<file path="src/rtl/fetch_unit_pkg.sv">
// Shared constants for the fetch unit: PC source encodings, FSM states and reset values.
package fetch_unit_pkg;

  localparam logic [1:0] PC_SRC_SEQ    = 2'b00;
  localparam logic [1:0] PC_SRC_BRANCH = 2'b01;
  localparam logic [1:0] PC_SRC_JUMP   = 2'b10;
  localparam logic [1:0] PC_SRC_JR     = 2'b11;

  localparam logic [31:0] WORD_ZERO = 32'h0000_0000;
  localparam logic [31:0] RESET_PC  = 32'h0000_0000;

  typedef enum logic [1:0] {
    ST_IDLE  = 2'd0,
    ST_FETCH = 2'd1,
    ST_HOLD  = 2'd2
  } fetch_state_e;

endpackage

</file>
<file path="src/rtl/fetch_unit_if.sv">
// Instruction-memory request/response bundle; the fetch unit is the master.
interface fetch_unit_if;
  logic        imem_req;
  logic [31:0] imem_addr;
  logic        imem_ready;
  logic [31:0] imem_rdata;

  modport master (output imem_req, output imem_addr, input imem_ready, input imem_rdata);
  modport slave  (input imem_req, input imem_addr, output imem_ready, output imem_rdata);
endinterface

</file>
<file path="src/rtl/fetch_pc_mux.sv">
// Combinational next-PC selection: sequential, branch, jump or jump-register, word aligned.
module fetch_pc_mux
  import fetch_unit_pkg::*;
(
  input  logic [1:0]  pc_src_i,
  input  logic [31:0] pc_plus_4_i,
  input  logic [31:0] branch_target_i,
  input  logic [25:0] jump_index_i,
  input  logic [3:0]  jump_page_i,
  input  logic [31:0] jr_target_i,
  output logic [31:0] next_pc_o
);

  logic [31:0] target;

  always_comb begin
    target = pc_plus_4_i;
    case (pc_src_i)
      PC_SRC_BRANCH: target = branch_target_i;
      PC_SRC_JUMP:   target = {jump_page_i, jump_index_i, 2'b00};
      PC_SRC_JR:     target = jr_target_i;
      default:       target = pc_plus_4_i;
    endcase
    // Misaligned redirect targets are silently word-aligned.
    next_pc_o = {target[31:2], 2'b00};
  end

endmodule

</file>
<file path="src/rtl/fetch_unit.sv">
// Instruction fetch stage: IDLE/FETCH/HOLD FSM, PC register and stall buffer.
// Optional performance counters are enabled with `define FETCH_PERF_CNT_EN.
module fetch_unit
  import fetch_unit_pkg::*;
(
  input  logic               clk,
  input  logic               rst,
  input  logic               pc_write,
  input  logic [1:0]         pc_src,
  input  logic [31:0]        branch_target,
  input  logic [25:0]        jump_index,
  input  logic [3:0]         jump_page,
  input  logic [31:0]        jr_target,
  fetch_unit_if.master       imem,
  output logic [31:0]        instruction,
  output logic [31:0]        pc_plus_4,
  output logic [3:0]         pc_page,
  output logic               fetch_valid,
  output logic               redirect_flush
`ifdef FETCH_PERF_CNT_EN
  ,
  output logic [31:0]        fetch_count,
  output logic [31:0]        stall_count
`endif
);

  fetch_state_e state_q;
  logic [31:0]  pc_q;
  logic [31:0]  held_instr_q;
  logic         imem_req_q;
  logic [31:0]  next_pc;
  logic         in_fetch;
  logic         in_hold;

  assign in_fetch = (state_q == ST_FETCH);
  assign in_hold  = (state_q == ST_HOLD);

  assign pc_plus_4 = pc_q + 32'd4;
  assign pc_page   = pc_plus_4[31:28];

  fetch_pc_mux u_pc_mux (
    .pc_src_i        (pc_src),
    .pc_plus_4_i     (pc_plus_4),
    .branch_target_i (branch_target),
    .jump_index_i    (jump_index),
    .jump_page_i     (jump_page),
    .jr_target_i     (jr_target),
    .next_pc_o       (next_pc)
  );

  assign redirect_flush = (state_q != ST_IDLE) && pc_write && (pc_src != PC_SRC_SEQ);

  assign imem.imem_req  = imem_req_q;
  assign imem.imem_addr = pc_q;

  assign fetch_valid = !redirect_flush && ((in_fetch && imem.imem_ready) || in_hold);
  assign instruction = !fetch_valid ? WORD_ZERO :
                       (in_fetch ? imem.imem_rdata : held_instr_q);

  // next_pc already equals pc+4 when pc_src is sequential, so every PC update uses it.
  always_ff @(posedge clk or posedge rst) begin
    if (rst) begin
      state_q      <= ST_IDLE;
      pc_q         <= RESET_PC;
      held_instr_q <= WORD_ZERO;
      imem_req_q   <= 1'b0;
    end else begin
      case (state_q)
        ST_IDLE: begin
          state_q    <= ST_FETCH;
          imem_req_q <= 1'b1;
        end
        ST_FETCH: begin
          if (redirect_flush) begin
            pc_q <= next_pc;
          end else if (imem.imem_ready) begin
            if (pc_write) begin
              pc_q <= next_pc;
            end else begin
              held_instr_q <= imem.imem_rdata;
              state_q      <= ST_HOLD;
              imem_req_q   <= 1'b0;
            end
          end
        end
        ST_HOLD: begin
          if (pc_write) begin
            pc_q       <= next_pc;
            state_q    <= ST_FETCH;
            imem_req_q <= 1'b1;
            if (redirect_flush) begin
              held_instr_q <= WORD_ZERO;
            end
          end
        end
        default: begin
          state_q    <= ST_IDLE;
          imem_req_q <= 1'b0;
        end
      endcase
    end
  end

`ifdef FETCH_PERF_CNT_EN
  logic [31:0] fetch_count_q, fetch_count_d;
  logic [31:0] stall_count_q, stall_count_d;

  always_comb begin
    fetch_count_d = fetch_count_q;
    stall_count_d = stall_count_q;
    if (fetch_valid && pc_write && (fetch_count_q != 32'hFFFF_FFFF)) begin
      fetch_count_d = fetch_count_q + 32'd1;
    end
    if ((state_q != ST_IDLE) && !pc_write && (stall_count_q != 32'hFFFF_FFFF)) begin
      stall_count_d = stall_count_q + 32'd1;
    end
  end

  always_ff @(posedge clk or posedge rst) begin
    if (rst) begin
      fetch_count_q <= WORD_ZERO;
      stall_count_q <= WORD_ZERO;
    end else begin
      fetch_count_q <= fetch_count_d;
      stall_count_q <= stall_count_d;
    end
  end

  assign fetch_count = fetch_count_q;
  assign stall_count = stall_count_q;
`endif

endmodule

</file>
<file path="src/flat_wrapper.sv">
// flat-port wrapper written by rule: the top's interface ports become plain ports
module fetch_unit_flat import fetch_unit_pkg::*;
  (clk, rst, pc_write, pc_src, branch_target, jump_index, jump_page, jr_target, instruction, pc_plus_4, pc_page, fetch_valid, redirect_flush, imem_imem_req, imem_imem_addr, imem_imem_ready, imem_imem_rdata);
  fetch_unit_if imem_i ();
  input  logic clk;
  input  logic rst;
  input  logic pc_write;
  input  logic [1:0] pc_src;
  input  logic [31:0] branch_target;
  input  logic [25:0] jump_index;
  input  logic [3:0] jump_page;
  input  logic [31:0] jr_target;
  output logic [31:0] instruction;
  output logic [31:0] pc_plus_4;
  output logic [3:0] pc_page;
  output logic fetch_valid;
  output logic redirect_flush;
  output wire logic [$bits(imem_i.imem_req)-1:0] imem_imem_req;
  output wire logic [$bits(imem_i.imem_addr)-1:0] imem_imem_addr;
  input wire logic [$bits(imem_i.imem_ready)-1:0] imem_imem_ready;
  input wire logic [$bits(imem_i.imem_rdata)-1:0] imem_imem_rdata;
  assign imem_imem_req = imem_i.imem_req;
  assign imem_imem_addr = imem_i.imem_addr;
  assign imem_i.imem_ready = imem_imem_ready;
  assign imem_i.imem_rdata = imem_imem_rdata;
  fetch_unit u_core (.clk(clk), .rst(rst), .pc_write(pc_write), .pc_src(pc_src), .branch_target(branch_target), .jump_index(jump_index), .jump_page(jump_page), .jr_target(jr_target), .imem(imem_i), .instruction(instruction), .pc_plus_4(pc_plus_4), .pc_page(pc_page), .fetch_valid(fetch_valid), .redirect_flush(redirect_flush));
endmodule
</file>
<file path="config.mk">
export PLATFORM = sky130hd
export DESIGN_NAME = fetch_unit_flat
export DESIGN_NICKNAME = d
export VERILOG_FILES = /design/src/rtl/fetch_unit_pkg.sv /design/src/rtl/fetch_unit_if.sv /design/src/rtl/fetch_pc_mux.sv /design/src/rtl/fetch_unit.sv /design/src/flat_wrapper.sv
export SDC_FILE = /design/constraint.sdc
export NUM_CORES = 1
export LEC_CHECK = 0
export ABC_AREA = 1
export CAP_MARGIN = 20
export CORE_UTILIZATION = 30
export CTS_CLUSTER_SIZE = 25
export DETAILED_ROUTE_END_ITERATION = 6
export PLACE_DENSITY = 0.7
export SYNTH_ARGS = -nofsm -noshare
export SYNTH_HDL_FRONTEND = slang
export SYNTH_HIERARCHICAL = 1
export SYNTH_SLANG_ARGS = --single-unit
export TNS_END_PERCENT = 50
</file>
<file path="constraint.sdc">
create_clock -name clk -period 2.52 [get_ports clk]
set_input_delay 0.63 -clock clk [delete_from_list [all_inputs] [get_ports clk]]
set_output_delay 0.63 -clock clk [all_outputs]
set_load 0.1 [all_outputs]
</file>
; ---- After elaboration in Yosys (flattened, before gate mapping)
; Cells that the tools add are included.
[word_totals]
ff_bits = 67
in_bits = 132
output_inout_bits = 103
[op_classes]
addsub = 1
eq_ne = 11
n_mux = 23
n_reduce_logical = 13
[ops]
columns = cell, n
row1 = 32-bit two-way mux, 10
row2 = 32-bit case mux with 2 select lines, 2
row3 = 32-bit case mux with 3 select lines, 1
row4 = 32-bit by 3-bit adder with 32-bit output (second input constant), 1
row5 = 2-bit two-way mux, 4
row6 = 2-bit != test (second input constant), 4
row7 = 2-bit == test (second input constant), 3
row8 = 2-bit case mux with 3 select lines, 1
row9 = 6-bit AND reduction, 1
row10 = 2-bit nonzero test, 3
row11 = 2-bit by 1-bit == test with 1-bit output (second input constant), 2
row12 = 1-bit logical AND, 4
row13 = 1-bit two-way mux, 4
row14 = 4-bit AND reduction, 1
row15 = 3-bit by 2-bit != test with 1-bit output (second input constant), 1
row16 = 1-bit case mux with 3 select lines, 1
row17 = 2-bit zero test, 1
row18 = 2-bit by 1-bit != test with 1-bit output (second input constant), 1
row19 = 2-bit AND reduction, 1
row20 = 1-bit zero test, 1
row21 = 1-bit logical OR, 1

; ---- Longest topological paths before layout
; Gate-level depths: netlist of the first run.
[depth]
ltp_word = 6
depth_mapped = 12
mapped_depth_nobuf = 12

; ---- Cells and area by module
; Netlist of the first run, hierarchy kept.
[modules_own_cells]
columns = module, n_inst, cells_each, area_each_um2, seq_area_each_um2
row1 = fetch_unit, 1, 655, 4226.6, 1651.6
row2 = fetch_pc_mux, 1, 179, 940.9, 0.0

; ---- Least setup slack after synthesis of the first run
; No wires, ideal clock.
[synth_path]
kind = reg-to-output
from = register (tool-made name)
to = output pc_plus_4[16]
t_arrival_ns = 3.506
required_ns = 1.890
setup_slack_ns = -1.616
stages_incl_launch_ff = 6
path_buffers = 0
cell_sequence = dfrtp_1 ha_1 inv_1 nor3_1 nand3_1 xnor2_1
[synth_lines]
columns = element, line
row1 = "end, declared", flat_wrapper.sv:14  ; output logic [31:0] pc_plus_4;

; ---- Worst setup path after layout of the first run
[layout_path]
from = input pc_write
to = output instruction[9]
[layout_between]
elab_chain_len = 5
[layout_lines]
columns = element, line
row1 = "start, declared", flat_wrapper.sv:7  ; input logic pc_write;
row2 = 1-bit logical AND (2 in a row), fetch_unit.sv:51  ; assign redirect_flush = (state_q != ST_IDLE) && pc_write && (pc_src != PC_SRC_SEQ);
row3 = 1-bit zero test, fetch_unit.sv:56  ; assign fetch_valid = !redirect_flush && ((in_fetch && imem.imem_ready) || in_hold);
row4 = 1-bit logical AND, fetch_unit.sv:56
row5 = 32-bit two-way mux, fetch_unit.sv:57  ; assign instruction = !fetch_valid ? WORD_ZERO :
row6 = "end, declared", flat_wrapper.sv:13  ; output logic [31:0] instruction;
; Every way passes these cells.

==> summary.txt, run 1 <==
Logic synthesis
  • Yosys top cell by area: dfrtp_1
  • Sequential fraction of the synthesis area: 0.320
  • Most frequent cells after synthesis: 313 x nand2_1, 160 x nand3_1, 75 x nor2_1
  • Seq cells post-synth: 66
  • Yosys cell types: 26
  • Area contributors post-synth: dfrtp_1 32%, nand2_1 23%, nand3_1 15%
  • Share of Yosys cell area claimed by the top area cell type: 0.320
  • Asr flop ratio synth: 1.00
  • EDFF count, synth: 0
  • Most common cell in the netlist: nand2_1
  • Synthesized area: 5170 µm²
  • Main synth FF type: dfrtp_1
  • Warnings from Yosys: 6
  • Avg Synthesized Cell Area: 6.20 µm²
  • Cells after Synth: 834

Clock tree
  • Worst-Skew Late Latency: 0.33 ns
  • Clock transition at the registers of the reported paths: 0.06 ns
  • Clock buffer depth: 2
  • # H-tree levels: 3
  • Clock root cell: clkbuf_16
  • Sinks on Clock Net: 66
  • TritonCTS clock tree: built
  • TritonCTS Buffers: 9

Timing
  • Worst-Margin Slew: 0.822 ns
  • Final Hold Fails: 0
  • Setup violators final: 0
  • Achievable frequency: 401 MHz
  • Setup TNS: 0 ns
  • Worst Skew: 0.00654 ns
  • Ratio of final minimum period to clock period: 0.990
  • RSZ-0062 raised after global routing: yes
  • Max Slew Vio Count: 0
  • Final worst path period need: 2.49 ns
  • Worst setup margin: 0.0262 ns
  • Final hold slack: 0.471 ns
  • Rel. slew slack: 0.451

Setup path
  • CP arrival: 1.86 ns
  • Worst Setup Path Type: input port to primary output
  • CP Max Fanout: 8
  • CP Capture Type: primary output
  • Setup crit start kind: input port
  • Critical Path RT: 1.89 ns
  • R2R Setup Slk: 0.70 ns
  • Reg2Reg Depth: 11

Placed design
  • RD Place Congestion: 0.947
  • DP Worst Slack: -0.163 ns
  • Port bufs: 230
  • HPWL after DPL: 14700 µm
  • Placed Cells: 1252
  • Post-place instance area: 9020 µm²

Status
  • Status: completed

Global routing
  • First-pass GRT wire length: 32900 µm
  • Total GRT Usage: 0.233
  • Largest net degree at the start of global routing: 64
  • Final global-route overflow total: 0
  • Antenna violations before repair: 0
  • Vias in the first global route: 6386

Hold path
  • Hold EP: u_core/held_instr_q[8]
  • Hold Startpoint: u_core/held_instr_q[8]
  • HP Class: flop to flop
  • Hold Path Cell Cnt: 2

Detailed routing
  • Vias per cell: 4.93
  • DRC violations left: 0
  • Drt first pass iters: 4
  • Wire per inst: 15.7 µm
  • Via Count: 6441
  • Final wirelength: 20600 µm
  • Routed Antenna Nets: 0
  • Initial DRC count: 264

Power and ir drop
  • Peak supply drop: 0.000799 V
  • Pwr dens: 1500 nW/µm²
  • Leakage power: 4.34 nW
  • Pwr Total: 14.9 mW

Die
  • Die height: 133 µm
  • # IOs: 235
  • Row count: 47
  • Die area: 17800 µm²
  • Die W: 133 µm
  • Core area: 16700 µm²
  • Initial Util: 0.309

Cells and area
  • Design Area, Final: 9900 µm²
  • Ant. Diodes: 0
  • Share of cells above drive strength 1: 0.308
  • Area Growth Syn to Fin: 91.5%
  • # nets final: 1215
  • Finished Layout Cells: 1307
  • Fin util: 0.593

Run
  • Max-Cap Viols: 0
repair_timing:
item | CTS | global route
hold buffers | 0 | 0
endpoints found under the setup margin | 52 | 55
cloned | 2 | 0
resized for setup | 27 | 30
pin swaps | 8 | 17
setup buffers | 13 | 24
worst max path at each step:
| stage | start | endpoint | slack, ns | cells after the start |
|---|---|---|---|---|
| 2_1_floorplan | flop | pc_plus_4[31] | -0.25 | 7 |
| 3_3_place_gp | imem_imem_ready | instruction[10] | -0.14 | 7 |
| 3_5_place_dp | imem_imem_ready | instruction[9] | -0.16 | 7 |
| 4_1_cts | flop | pc_plus_4[18] | -0.02 | 7 |
| 5_1_grt | flop | pc_plus_4[20] | -0.05 | 7 |
| 6_report | pc_write | instruction[9] | 0.03 | 6 |
power by group:
group / internal [mW] / switching, mW / leakage, nW
combinational: 3.56 / 7.77 / 3.38
sequential: 1.59 / 0.490 / 0.793
clock: 0.977 / 0.501 / 0.171
cell type report:
class,instances,area (µm²)
fill,1505,6800
multi-input combinational,654,3850
clock inverter,7,125
tap,220,275
sequential,66,1690
clock buffer,9,225
inverter,54,214
timing repair buffer,297,3520
cell families (layout without fill, tap and decap cells):
group | after synthesis | in the layout | synth area share
flip-flops | 66 | 66 | 0.320
buffers and inverters | 115 | 367 | 0.108
adder cells (fa/ha/maj) | 1 | 1 | 0.00242
AO/OA/AOI/OAI | 38 | 38 | 0.0404
AND/OR/NAND/NOR | 596 | 596 | 0.500
XOR/XNOR | 17 | 17 | 0.0288
other | 1 | 2 | 0.000726
placed cells by master, fill, tap and decap left out, types with 3 or more instances in the layout:
master and instances:
clkdlybuf4s50_1 124, a21oi_4 33, clkbuf_16 9, inv_1 43, nand2_4 6, nor2_2 14, xor2_4 8, bufinv_16 3
xnor2_4 4, nand2_2 17, dfrtp_1 37, nand4_1 30, dfrtp_2 29, buf_12 73, nand3b_1 12, buf_4 87
nor2_1 51, nand3_1 156, clkinv_4 3, nand2_1 292, nor2_4 12, inv_2 8, buf_6 8
worst max-delay path, stage by stage:
cell and delay [ns]:
clkdlybuf4s50_1 0.43, nand3_2 0.13, nand2_8 0.13, buf_12 0.19, a21oi_4 0.15, buf_12 0.19
metal layers:
metal | GRT usage | vias up | share of wire
li1 | - | 3180 | -
met2 | 0.422 | 220 | 0.50
met1 | 0.273 | 3011 | 0.40
met3 | 0.0552 | 30 | 0.075
met4 | 0.0638 | 0 | 0.018
met5 | 0 | - | 0
Power figures use the tool's default switching activity.
==> run 2, diff against run 1 <==
Settings changed: DONT_BUFFER_PORTS from default to 1, PLACE_DENSITY 0.7 to 0.53.
==> summary.txt, run 2 (synthesis results as in run 1) <==
Clock tree
  • TritonCTS Buffers: 9 (unchanged)
  • # H-tree levels: 3 (unchanged)
  • Clock buffer depth: 2 (unchanged)
  • TritonCTS clock tree: built
  • Sinks on Clock Net: 66 (unchanged)
  • Clock root cell: clkbuf_16
  • Hold Buf Count CTS: 0 (unchanged)
  • Worst-Skew Late Latency: 0.35 ns (+0.02 ns)
  • Clock transition at the registers of the reported paths: 0.06 ns (about the same)

Die
  • Core area: 16700 µm² (unchanged)
  • Initial Util: 0.309 (unchanged)
  • Die area: 17800 µm² (unchanged)
  • # IOs: 235 (unchanged)
  • Die height: 133 µm (unchanged)
  • Row count: 47 (unchanged)
  • Die W: 133 µm (unchanged)

Cells and area
  • Most common cell after layout, fill and taps aside: nand2_1
  • Share of cells above drive strength 1: 0.304 (-0.00393)
  • Commonest cells after routing, fill and taps aside: 298 x nand2_1, 156 x nand3_1, 64 x buf_4
  • Fin util: 0.481 (-0.112)
  • Area Growth Syn to Fin: 55.4%
  • # nets final: 1045 (-14%)

Setup path
  • Setup crit start kind: flop
  • Worst Setup Path Type: flop to primary output
  • CP arrival: 1.86 ns (about the same)
  • CP Max Fanout: 3 (-5)
  • CP max stage cell: dfrtp_2
  • Worst path cell trace: ha_4 -> nand3_2 -> inv_2 -> nand2_4 -> nor2_4 -> xor2_4 -> buf_12
  • CP Capture Type: primary output
  • Critical Path RT: 1.89 ns (about the same)
  • Slowest stage delay, CP: 0.43 ns (about the same)

Detailed routing
  • DRC violations left: 0 (unchanged)
  • Final wirelength: 19400 µm (-5.9%)
  • Drt first pass iters: 5 (+1)
  • Vias per cell: 5.06 (+2.6%)
  • Wire per inst: 17.0 µm (+8.1%)
  • Initial DRC count: 286 (+8.3%)
  • Routed Antenna Nets: 0 (unchanged)
  • Via Count: 5753 (-11%)

Global routing
  • Total GRT Usage: 0.219 (-0.0141)
  • Antenna violations before repair: 2 (+2)
  • Top Usage Layer GRT: met2
  • Vias in the first global route: 5679 (-11%)
  • GR Layer Usage met2: 0.378 (-0.0434)
  • Largest net degree at the start of global routing: 65 (+1.6%)
  • Global Route met1 Usage: 0.251 (-0.0224)
  • Final global-route overflow total: 0 (unchanged)
  • First-pass GRT wire length: 30100 µm (-8.4%)
  • Met3 Track Usage GR: 0.0753 (+0.0202)

Timing
  • Worst-Margin Slew: 0.625 ns (-0.198 ns)
  • Ratio of final minimum period to clock period: 0.989 (about the same)
  • Setup TNS: 0 ns (unchanged)
  • Final Hold Fails: 0 (unchanged)
  • RSZ-0062 raised after global routing: yes
  • Final worst path period need: 2.49 ns (-0.000741 ns)
  • Rel. slew slack: 0.582 (+0.132)
  • Setup violators final: 0 (unchanged)
  • Worst Skew: 0.00527 ns (-0.00127 ns)
  • Max Slew Vio Count: 0 (unchanged)
  • Achievable frequency: 401 MHz (about the same)

Placed design
  • RD Place Congestion: 0.884 (-6.7%)
  • Port bufs: 0 (-100%)
  • HPWL after DPL: 14000 µm (-4.6%)

Hold path
  • HP Class: input port to async pin

Run
  • Max-Cap Viols: 0 (unchanged)

Status
  • Status: completed
-- run 2: critical path: cells and delay by family, from the launching register on --
kind	cells	cell delay [ns]
adders and majority gates	1	0.15
buffers and inverters	2	0.33
DFF	1	0.43
xor gates and xnor gates	1	0.17
and+or+nand+nor	3	0.43
-- run 2: per-stage QoR --
step	hold WS (ns)	instance area [µm²]	setup slack, ns	std cells
after floorplan	0.442	6020	-0.254	835
after global placement	0.445	7420	0.216	1113
after detailed placement	0.447	7420	0.206	1113
after CTS	0.0763	7800	-0.0325	1129
after global routing	0.0825	8030	-0.0402	1138
final	0.0840	8030	0.0269	1138
-- run 2: area by class of cell --
type                            count  area, µm²
Fill cell                        1639       8670
Inverter                           54        211
Clock inverter                      7       76.3
Multi-Input combinational cell    654       3810
Tap cell                          220        275
Sequential cell                    66       1690
Antenna cell                        1       2.50
Timing Repair Buffer              127       1730
Clock buffer                        9        225
-- run 2: what timing repair did --
| item | CTS | global route |
|---|---|---|
| endpoints found under the setup margin | 38 | 54 |
| buffers inserted | 0 | 6 |
| gates cloned | 0 | 2 |
| gates resized for setup | 17 | 33 |
| pin swaps | 0 | 8 |
-- run 2: path summary, 6_finish.rpt --
kind	start	end	slack [ns]	cells past startpoint
worst max-delay path	flop	pc_plus_4[18]	0.03	7
worst min-delay path	rst	u_core/held_instr_q[13]	0.08	1
worst max register to register	flop	flop	0.60	13
worst min register to register	u_core/held_instr_q[3]	u_core/held_instr_q[3]	0.48	2
max in group asynchronous	rst	async pin	1.75	2
min in group clk	pc_write	u_core/state_q[1]	0.39	1
-- run 2: layer usage --
| metal | wire length [µm] | up-vias |
|---|---|---|
| met1 | 7780 | 2685 |
| met3 | 1730 | 30 |
| met5 | 13 | - |
| met4 | 437 | 2 |
| li1 | - | 2840 |
| met2 | 9390 | 196 |
Power of run 2 is left out: the tool's default activity adds up to more than one toggle a clock period on the data nets, which glitch-free logic cannot reach.
==> run 3, diff against run 2 <==
Settings changed: ABC_AREA 1 to 0, CORE_AREA from default to 2 2 90 92, CORE_UTILIZATION 30 to default, DIE_AREA from default to 0 0 92 94, PLACE_DENSITY 0.53 to 0.81.
==> summary.txt, run 3 <==
Logic synthesis
  • Main synth FF type: dfrtp_1
  • Avg Synthesized Cell Area: 11.0 µm² (+77%)
  • Yosys top cell by area: dfrtp_1
  • Cells after Synth: 396 (-53%)
  • Asr flop ratio synth: 1.00 (unchanged)
  • Most frequent cells after synthesis: 69 x nand2_1, 66 x dfrtp_1, 32 x a21oi_1, 32 x a22o_1, 31 x mux2_2
  • Share of Yosys cell area claimed by the top area cell type: 0.379 (+0.0597)
  • Seq cells post-synth: 66 (unchanged)
  • Synthesized area: 4350 µm² (-16%)
  • Warnings from Yosys: 6 (unchanged)
  • Area contributors post-synth: dfrtp_1 38%, mux4_2 16%, mux2_2 8.0%
  • Yosys cell types: 38 (+46%)
  • EDFF count, synth: 0 (unchanged)
  • Most common cell in the netlist: nand2_1
  • Sequential fraction of the synthesis area: 0.379 (+0.0597)

Die
  • # IOs: 235 (unchanged)
  • Initial Util: 0.572 (+0.263)
  • Die height: 94 µm (-29%)
  • Row count: 32 (-32%)
  • Die W: 92 µm (-31%)

Clock tree
  • Clock buffer depth: 2 (unchanged)
  • Clock root cell: clkbuf_8
  • TritonCTS Buffers: 9 (unchanged)
  • Sinks on Clock Net: 66 (unchanged)
  • # H-tree levels: 3 (unchanged)
  • Hold Buf Count CTS: 0 (unchanged)

Placed design
  • HPWL after DPL: 11400 µm (-18%)
  • Placed Cells: 580 (-48%)
  • RD Place Congestion: 0.819 (-7.3%)
  • Port bufs: 0 (unchanged)
  • Post-place instance area: 6590 µm² (-11%)

Global routing
  • Largest net degree at the start of global routing: 34

Timing
  • Worst Endpoint after GRT Repair: pc_plus_4[19]
  • Pin type at the end of the worst path: output port

Status
  • Status: stopped before the end
  • Stopped at: global routing
  • First Error: [ERROR DPL-0038] Utilization greater than 100%, impossible to legalize
==> run 3: changes by cell type after synthesis, moves of 6 or more <==
cell | before | now
a22o_1 | 0 | 32
and3_1 | 0 | 6
buf_2 | 31 | 6
inv_1 | 48 | 5
inv_2 | 6 | 0
mux2_2 | 0 | 31
mux4_2 | 0 | 30
nand2_1 | 313 | 69
nand3_1 | 160 | 18
nand3b_1 | 12 | 0
nand4_1 | 30 | 8
nor2_1 | 75 | 7
xnor2_1 | 6 | 20
==> run 3: metrics by stage <==
step | utilization | setup WS [ns] | TNS, ns
detailed placement | 0.866 | -0.121 | -0.808
global placement | 0.866 | -0.0269 | -0.136
floorplan | - | -0.591 | -31.67
CTS | 0.956 | -0.426 | -8.40
==> run 3: what timing repair did <==
item | CTS
resized for setup | 53
pin swaps | 21
cloned | 2
setup endpoints to repair | 66
setup buffers | 20
==> run 3: cell families after synthesis <==
group / after synthesis / synth area share
xor gates and xnor gates: 28 / 0.0563
adders and majority gates: 1 / 0.00287
DFF: 66 / 0.379
other: 1 / 0.000861
and+or+nand+nor: 127 / 0.147
muxes: 62 / 0.238
buffers and inverters: 41 / 0.0603
AOI/OAI and AO/OA: 70 / 0.115
==> run 4, diff against run 3 <==
Settings changed: CORE_AREA 2 2 90 92 to default, CORE_UTILIZATION from default to 40, CTS_CLUSTER_SIZE 25 to default, DIE_AREA 0 0 92 94 to default, PLACE_DENSITY 0.81 to default, PLACE_DENSITY_LB_ADDON from default to 0.15.
==> summary.txt, run 4 <==
Detailed routing
  • Initial DRC count: 133
  • Final wirelength: 14800 µm
  • Via Count: 3835
  • Drt first pass iters: 4
  • DRC violations left: 0
  • Wire per inst: 22.2 µm
  • Vias per cell: 5.75
  • Routed Antenna Nets: 0

Timing
  • Max Slew Vio Count: 0
  • Worst setup margin: -0.362 ns
  • Achievable frequency: 347 MHz
  • Ratio of final minimum period to clock period: 1.14
  • Rel. slew slack: 0.365
  • RSZ-0062 raised after global routing: yes
  • Setup violators final: 53
  • Worst Skew: 0.0118 ns
  • Final Hold Fails: 0
  • Worst-Margin Slew: 0.953 ns
  • Final worst path period need: 2.88 ns

Hold path
  • HP Class: input port to async pin

Global routing
  • Vias in the first global route: 4101
  • GR Layer Usage met2: 0.469
  • Met3 Track Usage GR: 0.0907
  • Final global-route overflow total: 0
  • Top Usage Layer GRT: met2
  • Antenna violations before repair: 5
  • First-pass GRT wire length: 22600 µm
  • Global Route met1 Usage: 0.291
  • Largest net degree at the start of global routing: 67
  • Total GRT Usage: 0.263

Logic synthesis
  • EDFF count, synth: 0 (unchanged)
  • Seq cells post-synth: 66 (unchanged)
  • Asr flop ratio synth: 1.00 (unchanged)
  • Avg Synthesized Cell Area: 11.0 µm² (unchanged)
  • Warnings from Yosys: 6 (unchanged)
  • Share of Yosys cell area claimed by the top area cell type: 0.379 (unchanged)
  • Yosys top cell by area: dfrtp_1
  • Synthesized area: 4350 µm² (unchanged)
  • Main synth FF type: dfrtp_1
  • Cells after Synth: 396 (unchanged)
  • Most common cell in the netlist: nand2_1
  • Sequential fraction of the synthesis area: 0.379 (unchanged)
  • Yosys cell types: 38 (unchanged)
  • Most frequent cells after synthesis: 69 x nand2_1, 66 x dfrtp_1, 32 x a21oi_1, 32 x a22o_1, 31 x mux2_2
  • Area contributors post-synth: dfrtp_1 38%, mux4_2 16%, mux2_2 8.0%

Clock tree
  • Worst-Skew Late Latency: 0.35 ns
  • TritonCTS Buffers: 9 (unchanged)
  • Clock transition at the registers of the reported paths: 0.08 ns
  • Clock root cell: clkbuf_8
  • Clock buffer depth: 2 (unchanged)
  • # H-tree levels: 3 (unchanged)
  • TritonCTS clock tree: built
  • Sinks on Clock Net: 66 (unchanged)

Setup path
  • CP Max Fanout: 3
  • CP Buf/Inv Count: 3
  • Worst Setup Path Type: flop to primary output
  • CP arrival: 2.25 ns
  • R2R Setup Slk: -0.01 ns
  • Slowest stage delay, CP: 0.61 ns
  • Crit path max-delay family: XOR/XNOR gates
  • CP Depth: 7
  • CP Capture Type: primary output
  • Worst setup path end: pc_plus_4[20]
  • Reg2Reg Depth: 9
  • Setup crit start kind: flop
  • CP max stage cell: xnor2_4
  • Worst path cell trace: nand3_2 -> buf_4 -> nor4_4 -> buf_6 -> buf_12 -> nand3_4 -> xnor2_4
  • Critical Path RT: 1.89 ns

Die
  • Die area: 11300 µm²
  • Initial Util: 0.418 (-0.154)
  • Die W: 106 µm (+16%)
  • # IOs: 235 (unchanged)
  • Core area: 10400 µm²
  • Die height: 106 µm (+13%)
  • Row count: 37 (+16%)

Cells and area
  • Share of cells above drive strength 1: 0.684
  • Most common cell after layout, fill and taps aside: buf_4
  • Commonest cells after routing, fill and taps aside: 76 x buf_4, 67 x nand2_1, 51 x buf_12
  • Area Growth Syn to Fin: 72.3%
  • # nets final: 654

Placed design
  • RD Place Congestion: 0.806 (-1.5%)
  • DP Worst Slack: -0.0756 ns (+0.0458 ns)
  • HPWL after DPL: 10300 µm (-10%)
  • Port bufs: 0 (unchanged)

Status
  • Status: complete, but fails checks
  • Failing checks: negative setup slack

Run
  • Max-Cap Viols: 0
==> run 4: cell counts after synthesis <==
No cell type changed its count.
==> run 4: how the worst min path moves through the flow <==
| stage | from | to | slack, ns | cells after the start |
|---|---|---|---|---|
| floorplan | u_core/held_instr_q[29] | u_core/held_instr_q[29] | 0.47 | 1 |
| global placement | u_core/held_instr_q[12] | u_core/held_instr_q[12] | 0.48 | 1 |
| detailed placement | u_core/held_instr_q[17] | u_core/held_instr_q[17] | 0.48 | 1 |
| global route | rst | async pin | 0.25 | 2 |
| finish | rst | async pin | 0.21 | 2 |
| CTS | rst | u_core/held_instr_q[10] | 0.25 | 2 |
==> run 4: area by class of cell <==
| cell class | count | area, µm² |
|---|---|---|
| Multi-Input combinational cell | 290 | 3520 |
| Fill cell | 703 | 2910 |
| Timing Repair Buffer | 149 | 1900 |
| Sequential cell | 66 | 1690 |
| Tap cell | 136 | 170 |
| Clock buffer | 10 | 138 |
| Clock inverter | 6 | 48.8 |
| Inverter | 5 | 18.8 |
| Antenna cell | 5 | 12.5 |
==> run 4: cell families (layout without fill, tap and decap cells) <==
kind of cell / after synthesis / count (layout) / synth area share
AO/OA/AOI/OAI: 70 / 70 / 0.115
adder cells (fa/ha/maj): 1 / 1 / 0.00287
multiplexers: 62 / 62 / 0.238
flip-flops: 66 / 66 / 0.379
other: 1 / 7 / 0.000861
XOR/XNOR: 28 / 28 / 0.0563
buffers and inverters: 41 / 170 / 0.0603
AND/OR/NAND/NOR: 127 / 127 / 0.147
==> run 4: what timing repair did <==
action	CTS	global route
setup buffers	12	14
hold endpoints to repair	0	0
hold buffers	0	0
resized for setup	51	16
pin swaps	20	13
gates cloned	1	2
endpoints found under the setup margin	65	68
==> run 4: worst register-to-register path, delay by kind of cell, from the launching register on <==
| family | cells | cell delay (ns) |
|---|---|---|
| XOR/XNOR | 1 | 0.31 |
| buffers and inverters | 3 | 0.44 |
| flip-flops | 1 | 0.38 |
| multiplexers | 2 | 0.81 |
| AND/OR/NAND/NOR | 3 | 0.48 |
==> run 4: metal layers <==
| layer | up-vias | part of all wire |
|---|---|---|
| met5 | - | 0.0018 |
| li1 | 1700 | - |
| met2 | 167 | 0.55 |
| met3 | 18 | 0.090 |
| met4 | 4 | 0.013 |
| met1 | 1946 | 0.35 |
==> run 4: through the flow <==
step                      utilization  cell area, µm²  hold WS [ns]  setup TNS, ns  cells
after floorplan                     -            5280         0.466         -31.67    397
after global placement          0.643            6690         0.482         -0.217    621
after detailed placement        0.643            6690         0.482         -0.455    621
after CTS                       0.699            7280         0.246          -6.91    649
after global routing            0.720            7500         0.250         -11.53    665
final                           0.720            7500         0.214          -5.64    667
Power of run 4 is left out for the same reason.
